### config.mk
export PLATFORM = sky130hd
export DESIGN_NAME = hazard_ctrl
export DESIGN_NICKNAME = d
export VERILOG_FILES = /design/src/rtl/hazard_ctrl.sv
export SDC_FILE = /design/constraint.sdc
export NUM_CORES = 1
export LEC_CHECK = 0
export CAP_MARGIN = 20
export CORE_MARGIN = 5
export CORE_UTILIZATION = 46
export CTS_CLUSTER_DIAMETER = 100
export DETAILED_ROUTE_END_ITERATION = 10
export PLACE_DENSITY = 0.81
export SKIP_CTS_REPAIR_TIMING = 1
export SLEW_MARGIN = 10
export SYNTH_ARGS = -nofsm -noshare
export SYNTH_HDL_FRONTEND = slang
export SYNTH_SLANG_ARGS = --single-unit
### constraint.sdc
create_clock -name clk -period 6.41 [get_ports clk]
set_input_delay 1.282 -clock clk [delete_from_list [all_inputs] [get_ports clk]]
set_output_delay 1.282 -clock clk [all_outputs]
set_load 0.03 [all_outputs]
### src/rtl/hazard_ctrl.sv
// Pipeline hazard controller for the ThinPad 5-stage core: load-use stalls,
// branch flushes, shared-IRAM structural stalls and registered EX forwarding selects.
module hazard_ctrl (
  input  logic        clk,
  input  logic        rst,
  input  logic [3:0]  id_rs,
  input  logic [3:0]  id_rt,
  input  logic        id_use_rs,
  input  logic        id_use_rt,
  input  logic        id_use_st,
  input  logic [3:0]  ex_rd,
  input  logic        ex_regwrite,
  input  logic        ex_memread,
  input  logic [3:0]  mem_rd,
  input  logic        mem_regwrite,
  input  logic        ex_branch_taken,
  input  logic        mem_iram_access,
  output logic        pc_stall,
  output logic        ifid_stall,
  output logic        ifid_flush,
  output logic        idex_flush,
  output logic [1:0]  forwarding_a,
  output logic [1:0]  forwarding_b,
  output logic [1:0]  forward,
  output logic [1:0]  state,
  output logic [15:0] stall_cnt
);

  localparam logic [1:0] ST_RUN        = 2'b00;
  localparam logic [1:0] ST_LOAD_STALL = 2'b01;
  localparam logic [1:0] ST_IRAM_STALL = 2'b10;
  localparam logic [1:0] ST_FLUSH      = 2'b11;

  localparam logic [1:0] FWD_NONE = 2'b00;
  localparam logic [1:0] FWD_MEM  = 2'b01;
  localparam logic [1:0] FWD_WB   = 2'b10;

  logic        w_load_use;
  logic [1:0]  w_next_state;
  logic [1:0]  w_sel_a;
  logic [1:0]  w_sel_b;
  logic [1:0]  w_sel_s;
  logic [1:0]  r_state;
  logic [1:0]  r_fwd_a;
  logic [1:0]  r_fwd_b;
  logic [1:0]  r_fwd_s;
  logic [15:0] r_stall_cnt;

  // A load in EX cannot forward its ALU result, so only non-load EX writers qualify.
  function automatic logic [1:0] fwd_sel(
    input logic [3:0] src,
    input logic       use_f,
    input logic [3:0] f_ex_rd,
    input logic       f_ex_regwrite,
    input logic       f_ex_memread,
    input logic [3:0] f_mem_rd,
    input logic       f_mem_regwrite
  );
    logic [1:0] sel;
    if (!use_f) begin
      sel = FWD_NONE;
    end else if (f_ex_regwrite && !f_ex_memread && (f_ex_rd == src)) begin
      sel = FWD_MEM;
    end else if (f_mem_regwrite && (f_mem_rd == src)) begin
      sel = FWD_WB;
    end else begin
      sel = FWD_NONE;
    end
    return sel;
  endfunction

  always_comb begin
    w_load_use = ex_memread && ex_regwrite &&
                 (((ex_rd == id_rs) && id_use_rs) ||
                  ((ex_rd == id_rt) && (id_use_rt || id_use_st)));
  end

  always_comb begin
    w_sel_a = fwd_sel(id_rs, id_use_rs, ex_rd, ex_regwrite, ex_memread, mem_rd, mem_regwrite);
    w_sel_b = fwd_sel(id_rt, id_use_rt, ex_rd, ex_regwrite, ex_memread, mem_rd, mem_regwrite);
    w_sel_s = fwd_sel(id_rt, id_use_st, ex_rd, ex_regwrite, ex_memread, mem_rd, mem_regwrite);
  end

  always_ff @(posedge clk or posedge rst) begin
    if (rst) begin
      r_state <= ST_RUN;
    end else begin
      r_state <= w_next_state;
    end
  end

  // A taken branch squashes the ID instruction, so it outranks any load-use match.
  always_comb begin
    if (ex_branch_taken) begin
      w_next_state = ST_FLUSH;
    end else if (w_load_use) begin
      w_next_state = ST_LOAD_STALL;
    end else if (mem_iram_access) begin
      w_next_state = ST_IRAM_STALL;
    end else begin
      w_next_state = ST_RUN;
    end
  end

  always_comb begin
    pc_stall   = 1'b0;
    ifid_stall = 1'b0;
    ifid_flush = 1'b0;
    idex_flush = 1'b0;
    case (w_next_state)
      ST_FLUSH: begin
        ifid_flush = 1'b1;
        idex_flush = 1'b1;
      end
      ST_LOAD_STALL: begin
        pc_stall   = 1'b1;
        ifid_stall = 1'b1;
        idex_flush = 1'b1;
      end
      ST_IRAM_STALL: begin
        pc_stall   = 1'b1;
        ifid_flush = 1'b1;
      end
      default: begin
        pc_stall   = 1'b0;
        ifid_stall = 1'b0;
        ifid_flush = 1'b0;
        idex_flush = 1'b0;
      end
    endcase
  end

  // A bubble entering EX must never forward, so flush clears the selects.
  always_ff @(posedge clk or posedge rst) begin
    if (rst) begin
      r_fwd_a <= FWD_NONE;
      r_fwd_b <= FWD_NONE;
      r_fwd_s <= FWD_NONE;
    end else if (idex_flush) begin
      r_fwd_a <= FWD_NONE;
      r_fwd_b <= FWD_NONE;
      r_fwd_s <= FWD_NONE;
    end else if (ifid_stall) begin
      r_fwd_a <= r_fwd_a;
      r_fwd_b <= r_fwd_b;
      r_fwd_s <= r_fwd_s;
    end else begin
      r_fwd_a <= w_sel_a;
      r_fwd_b <= w_sel_b;
      r_fwd_s <= w_sel_s;
    end
  end

  always_ff @(posedge clk or posedge rst) begin
    if (rst) begin
      r_stall_cnt <= 16'h0000;
    end else if (pc_stall && (r_stall_cnt != 16'hFFFF)) begin
      r_stall_cnt <= r_stall_cnt + 16'h0001;
    end else begin
      r_stall_cnt <= r_stall_cnt;
    end
  end

  assign forwarding_a = r_fwd_a;
  assign forwarding_b = r_fwd_b;
  assign forward      = r_fwd_s;
  assign state        = r_state;
  assign stall_cnt    = r_stall_cnt;

endmodule

* After elaboration in Yosys (flattened, before gate mapping)
Index checks and enable logic that the tools add are counted.
** Operators by class
- $add $sub $neg :: 1
- Multiply operators :: 0
- Divide/modulo/power cells :: 0
- Magnitude comparators :: 0
- Equality and inequality tests :: 9
- Shift-type cells :: 0
- Mux-type cells :: 20
- Bitwise operators :: 0
- Reductions and logical operators :: 16
** Operators by type and width (count)
- 2-bit two-way mux :: 16
- 16-bit by 1-bit adder with 16-bit output (second input constant) :: 1
- 4-bit == test :: 4
- 16-bit inequality test (second input constant) :: 1
- 1-bit logical AND :: 10
- 2-bit OR reduction :: 3
- 2-bit == test (second input constant) :: 2
- 1-bit two-way mux :: 4
- 2-bit by 1-bit == test with 1-bit output (second input constant) :: 1
- 1-bit logical OR :: 2
- 2-bit by 1-bit inequality test with 1-bit output (second input constant) :: 1
- 1-bit logical NOT :: 1
** Storage, ports and cells
- Bits in registers :: 24
- Bits in latches :: 0
- Bits in writable memories :: 0
- ROM bits :: 0
- Bits of input ports :: 26
- Output and inout bits :: 28
- Logic and storage cells :: 51
- Memories :: 0

* Longest topological paths before layout
Gate-level depths: netlist of run 1.
- Depth after elaboration :: 10
- Depth in mapped cells :: 10
- Mapped depth without buffers :: 9

* Worst setup path before layout of run 1
Ideal clock, no wire load.
- Path type :: input to output
- Start :: input port ex_rd[2]
- End :: output port ifid_stall
- Arrival :: 2752 ps
- Setup slack :: 2376 ps
- Cell stages on the path :: 4
- Buffers on the path :: 0
- Path through :: xnor2_1 nand4_2 o221ai_1 ha_1
** On the way
- Word-level cells in the longest chain between the ends :: 8
- Elaborated cells on any way between the ends :: 10
- Those cells by class :: 3 x eq/ne; 3 x mux; 4 x reduce/logical
** RTL lines
- from (decl) :: line 11 : input logic [3:0] ex_rd,
- 4-bit == test (on tied branches) :: line 74, 75
- 1-bit logical AND (on tied branches) :: line 74, 75
- 1-bit logical OR (*) :: line 74 : (((ex_rd == id_rs) && id_use_rs) ||
- 1-bit logical AND (*) :: line 73 : w_load_use = ex_memread && ex_regwrite &&
- 2-bit two-way mux (*) :: line 96 : end else if (w_load_use) begin
- 2-bit two-way mux (*) :: line 94 : if (ex_branch_taken) begin
- 2-bit by 1-bit == test with 1-bit output (*) :: line 110 : case (w_next_state)
- 1-bit two-way mux (*) :: line 110
- to (decl) :: line 19 : output logic ifid_stall,
Mark *: on every way between the ends. The rest lies on a longest branch, timed or not.

* Final worst setup path of run 1
- Start :: input port ex_rd[3]
- End :: output port pc_stall
** On the way
- Word-level cells in the longest chain between the ends :: 9
- Elaborated cells on any way between the ends :: 12
- Those cells by class :: 4 x eq/ne; 3 x mux; 5 x reduce/logical
** RTL lines
- 4-bit == test (on tied branches) :: line 74, 75
- 1-bit logical AND (on tied branches) :: line 74, 75
- 1-bit logical OR (*) :: line 74
- 1-bit logical AND (*) :: line 73
- 2-bit two-way mux (*) :: line 96
- 2-bit two-way mux (*) :: line 94
- named net w_next_state[1] :: line 39 : logic [1:0] w_next_state;
- 2-bit by 1-bit == test with 1-bit output or 2-bit == test (tied branches) :: line 110
- 2-bit OR reduction (no source line) (*)
- 1-bit two-way mux (*) :: line 110
- to (decl) :: line 18 : output logic pc_stall,
The timed path passes the listed nets; every way through them passes the cells marked *.

==> results of run 1 <==
## cell type report
type | count | area, sq um
clock buffers | 3 | 22.5
repair buffers | 53 | 531
inverters | 4 | 15.0
well taps | 31 | 38.8
flip-flops and latches | 24 | 601
fillers | 215 | 838
clock inverters | 1 | 30.0
multi-input cells | 100 | 753
## cells in the mapped netlist (2+ instances only)
library cell | instances | share of area [%]
dfrtp_1 | 24 | 43
xnor2_1 | 22 | 14
nand2_1 | 9 | 2.4
xor2_1 | 9 | 5.7
a21oi_1 | 8 | 2.9
and3_1 | 6 | 2.7
nand3_1 | 6 | 2.2
nand4_1 | 6 | 2.7
o211ai_1 | 5 | 2.7
inv_1 | 4 | 1.1
and2_1 | 3 | 1.4
ha_1 | 3 | 2.7
o2111ai_1 | 3 | 1.9
or4b_1 | 3 | 2.2
clkbuf_1 | 2 | 0.54
nand4_2 | 2 | 1.8
nor3_1 | 2 | 0.72
nor3b_1 | 2 | 1.1
## metal layers
metal | part of all wire [%] | vias to the layer above | track usage, %
met4 | 0.81 | 0 | 6.60
met3 | 7.0 | 4 | 5.01
met1 | 42 | 592 | 20.2
li1 | - | 587 | -
met2 | 50 | 48 | 30.3
met5 | 0 | - | 0
## worst max path at each step
stage                     slack [ns]  cells past startpoint    endpoint
after floorplan                 2.38                      4  ifid_stall
after global placement          1.39                      8    pc_stall
after detailed placement        1.34                      8    pc_stall
after CTS                       1.31                      8    pc_stall
after global routing            1.12                      8    pc_stall
final                           1.32                      8    pc_stall
## critical path, cell delays in order
cell	delay, ns
clkdlybuf4s50_1	0.46
xnor2_1	0.23
nand4_2	0.21
o22a_2	0.30
a21o_1	0.19
ha_1	0.33
inv_1	0.11
clkdlybuf4s50_1	0.70
## stage by stage
| stage | instance area, sq um | util, % | hold slack [ns] | std cells | setup slack (ns) |
|---|---|---|---|---|---|
| 2_1_floorplan | 1380 | - | 0.659 | 131 | 2.38 |
| 3_3_place_gp | 1940 | 68.5 | 0.482 | 212 | 1.39 |
| 3_5_place_dp | 1940 | 68.5 | 0.496 | 212 | 1.34 |
| 4_1_cts | 1990 | 70.4 | 0.514 | 216 | 1.31 |
| 5_1_grt | 1990 | 70.4 | 0.544 | 216 | 1.12 |
| 6_report | 1990 | 70.4 | 0.510 | 216 | 1.32 |
## logic make-up after synthesis
kind of cell             after synthesis  share of synthesized area (%)
AO/OA/AOI/OAI                         21                           11.1
buffers and inverters                  7                           1.99
adder cells (fa/ha/maj)                3                           2.72
multiplexers                           1                          0.815
XOR/XNOR                              31                           19.7
flip-flops                            24                           43.5
AND/OR/NAND/NOR                       44                           20.3
## state kept, by name (all words and copies together), names as in the netlist
signal / flops
state: 2
forwarding_b: 2
forward: 2
forwarding_a: 2
stall_cnt: 16
## power breakdown
| part | leakage [nW] | internal [mW] | switching (mW) | total [mW] |
|---|---|---|---|---|
| clock | 0.0279 | 0.0632 | 0.0431 | 0.106 |
| sequential | 0.317 | 0.175 | 0.0286 | 0.203 |
| combinational | 0.449 | 0.0879 | 0.100 | 0.188 |
| total | 0.793 | 0.326 | 0.172 | 0.498 |
==> impl_metrics.json, run 1 <==
{
  "antenna_cells": 0,
  "rows": 19,
  "vias": 1231,
  "wl_per_cell_um": 16.0,
  "first_pass_iters": 4,
  "worstMarginPinSlew_ns": 0.874,
  "drtAntennaViolNets": 0,
  "reg2reg_depth": 5,
  "maxSlewHeadroom_pct": 41.6,
  "htreeDepth": 1,
  "synth_edf_count": 0,
  "path_clk_slew_ns": 0.13,
  "grt_pass1_vias": 1285,
  "pin_count": 54,
  "finalSetupViolCount": 0,
  "post-route-min-period_ns": 5.09,
  "hold_start": "stall_cnt[14]",
  "worstHoldPathType": "reg2reg",
  "ir_worst_vdd_uv": 247,
  "dieArea_sq_um": 4200,
  "synth_cells": 131,
  "ys_seq_area_share_pct": 43.5,
  "hold_viol": 0,
  "crit_start": "ex_rd[3]",
  "required_ns": 5.13,
  "r2r-start": "stall_cnt[0]",
  "antenna_found_initial": 0,
  "crit_type": "in2out",
  "p_total_mw": 0.498,
  "post_synth.cell_area_avg_sq_um": 10.5,
  "area_growth_pct": 44.1,
  "max_cap_viol_count": 0,
  "fin_skew_ns": 0.00711,
  "grtUsageTotal_pct": 17.4,
  "place_hpwl_mm": 2.82,
  "final_cell_mix": "clkdlybuf4s50_1 (53), dfrtp_1 (24), xnor2_1 (22)",
  "holdPathEnd": "stall_cnt[14]",
  "arrival_ns": 3.81,
  "min_delay_path_depth": 1,
  "die_h_um": 64.8,
  "grt_max_degree": 25,
  "timing.final.crit_share_pct": 79.5,
  "vias_per_cell": 5.70,
  "routed_wl_mm": 3.46,
  "syn_nets": 160,
  "gp_congestion": 0.922,
  "clock.fmax_ghz": 0.196,
  "synthFlopType": "dfrtp_1",
  "cts_sinks": 24,
  "rrSetupSlack_ns": 4.60,
  "outcome": "completed",
  "portBuffers": 53,
  "drc": 0,
  "pwr_density_cell_nw_per_um2": 250,
  "core_sq_um": 2830,
  "grt_pass1_wl_mm": 5.78,
  "async_flop_share_pct": 100,
  "synth-seq-cells": 24,
  "rsz0062_at_grt": "no",
  "end_kind": "primary output",
  "slew_violations": 0,
  "gr-total-overflow": 0,
  "ys_types": 30,
  "initial_core_util_pct": 48.8,
  "syn_area_sq_um": 1380,
  "cts-root-buf": "clkbuf_4",
  "final_common_cell": "clkdlybuf4s50_1",
  "nNetsFinal": 215,
  "cts_tree": "yes",
  "yosysWarnings": 0,
  "die_x_um": 64.8,
  "setup_tns_ns": 0,
  "first_iter_violations": 41,
  "worstSetupStartpointType": "input pin",
  "clk_latency_ns": 0.31,
  "path_max_fanout": 7,
  "worst_r2r_endpoint": "stall_cnt[1]",
  "final_layout_size_suffix_gt1_share_pct": 5.95,
  "numCtsBuffers": 3,
  "p_leak_nw": 0.793,
  "cts_max_path_buffers": 2
}
No activity file was read; power rests on OpenSTA's default activity.
==> run 2: changes to the inputs <==
Settings changed: CORE_UTILIZATION 46 to 43, PLACE_DENSITY 0.81 to 0.76.
Clock period 6.41 ns to 5 ns, I/O delays scaled along.
==> impl_metrics.json, run 2 (synthesized netlist as in run 1, its figures left out) <==
{
  "worstPathCellList": "clkdlybuf4s50_1 -> xnor2_1 -> nand4_2 -> o221ai_2 -> inv_1 -> ha_1 -> inv_1 -> clkdlybuf4s50_1",
  "fin_skew_ns": 0.00372,
  "rsz0062_at_grt": "no",
  "drc": 0,
  "max_cap_viol_count": 0,
  "area_growth_pct": 45.3,
  "numCtsBuffers": 3,
  "core_sq_um": 3080,
  "grt_pass1_wl_mm": 5.79,
  "drtAntennaViolNets": 0,
  "timing.final.crit_share_pct": 90.3,
  "post-route-min-period_ns": 4.52,
  "critPathBufInv": 4,
  "first_pass_iters": 4,
  "fillers": 264,
  "final_cell_mix": "clkdlybuf4s50_1 (53), dfrtp_1 (24), xnor2_1 (22)",
  "crit_start": "ex_rd[3]",
  "place_hpwl_mm": 2.71,
  "final_layout_size_suffix_gt1_share_pct": 5.95,
  "vias_per_cell": 5.30,
  "swShare_pct": 34.2,
  "path_clk_slew_ns": 0.13,
  "p_clk_share_pct": 21.6,
  "crit_family": "buffers and inverters",
  "setup_tns_ns": 0,
  "hold_start": "stall_cnt[14]",
  "rrSetupSlack_ns": 3.15,
  "arrival_ns": 3.52,
  "crit_type": "in2out",
  "nNetsFinal": 215,
  "pin_count": 54,
  "cellInternalPower_mw": 0.417,
  "pwr-share-comb_pct": 37.4,
  "worstHoldPathType": "reg2reg",
  "gp_congestion": 0.953,
  "max_stage_delay_ns": 0.69,
  "required_ns": 4.00,
  "hold_viol": 0,
  "worstMarginPinSlew_ns": 0.887,
  "wl_per_cell_um": 14.8,
  "clk_latency_ns": 0.30,
  "finalSetupViolCount": 0,
  "worstSetupStartpointType": "input pin",
  "pwr_density_cell_nw_per_um2": 316,
  "grt_max_degree": 25,
  "p_leak_nw": 0.793,
  "final_common_cell": "clkdlybuf4s50_1",
  "p_sw_mw": 0.217,
  "grt_pass1_vias": 1254,
  "antenna_cells": 0,
  "slew_violations": 0,
  "portBuffers": 53,
  "outcome": "completed",
  "antenna_found_initial": 0,
  "die_h_um": 66.7,
  "grtUsageTotal_pct": 16.4,
  "cts-root-buf": "clkbuf_4",
  "gr-total-overflow": 0,
  "htreeDepth": 1,
  "cp_slowest_cell": "clkdlybuf4s50_1",
  "routed_wl_mm": 3.39,
  "r2r-start": "stall_cnt[0]",
  "first_iter_violations": 36,
  "cts_sinks": 24,
  "p_total_mw": 0.634,
  "end_kind": "primary output",
  "cts_max_path_buffers": 2,
  "largest_reg_flops": 16,
  "rows": 20,
  "cts_tree": "yes",
  "clock.fmax_ghz": 0.221,
  "vias": 1213,
  "maxSlewHeadroom_pct": 40.8,
  "seqPwrFrac_pct": 41.0,
  "ir_worst_vdd_uv": 247,
  "path_max_fanout": 8,
  "die_x_um": 66.7,
  "dieArea_sq_um": 4450,
  "initial_core_util_pct": 44.9
}
[run 2: routing by layer]
| layer | up-vias | wire length [um] | GRT usage (%) |
|---|---|---|---|
| met4 | 0 | 39 | 3.05 |
| met2 | 38 | 1580 | 28.0 |
| met1 | 580 | 1540 | 20.9 |
| met3 | 6 | 232 | 4.38 |
| met5 | - | 0 | 0 |
| li1 | 589 | - | - |
[run 2: path summary, 6_finish.rpt]
| kind | endpoint | cells past startpoint |
|---|---|---|
| setup / recovery | pc_stall | 8 |
| hold / removal | stall_cnt[14] | 1 |
| setup reg to reg | stall_cnt[1] | 5 |
| hold reg to reg | stall_cnt[14] | 1 |
| max in group asynchronous | stall_cnt[4] | 2 |
| min in group asynchronous | forwarding_b[1] | 2 |
[run 2: area by class of cell]
type | count | area, sq um | area share [%]
Multi-Input combinational cell | 100 | 753 | 37.5
Clock inverter | 1 | 30.0 | 1.50
Clock buffer | 3 | 22.5 | 1.12
Timing Repair Buffer | 53 | 531 | 26.4
Sequential cell | 24 | 601 | 29.9
Inverter | 4 | 15.0 | 0.748
Tap cell | 44 | 55.1 | 2.74
[run 2: power by group through the flow]
stage	clock, mW	sequential, mW	combinational, mW
2_1_floorplan	0	0.316	0.0774
3_3_place_gp	0	0.261	0.237
3_5_place_dp	0	0.264	0.239
4_1_cts	0.141	0.260	0.240
5_1_grt	0.149	0.264	0.253
6_report	0.137	0.260	0.237
[run 2: worst register-to-register path, delay by kind of cell (launching register included)]
kind / cells / cell delay [ns]
mux: 1 / 0.37
simple gates: 2 / 0.41
compound gates: 1 / 0.30
fa+ha+maj: 1 / 0.23
flops: 1 / 0.44
[run 2: per-stage QoR]
step / setup WS [ns] / utilization, % / hold slack, ns / cell area, sq um / std cells
after detailed placement: 0.508 / 63.5 / 0.489 / 1950 / 225
final: 0.483 / 65.2 / 0.505 / 2010 / 229
after CTS: 0.482 / 65.2 / 0.507 / 2010 / 229
after global placement: 0.533 / 63.5 / 0.484 / 1950 / 225
after floorplan: 1.53 / - / 0.659 / 1380 / 131
after global routing: 0.311 / 65.2 / 0.537 / 2010 / 229
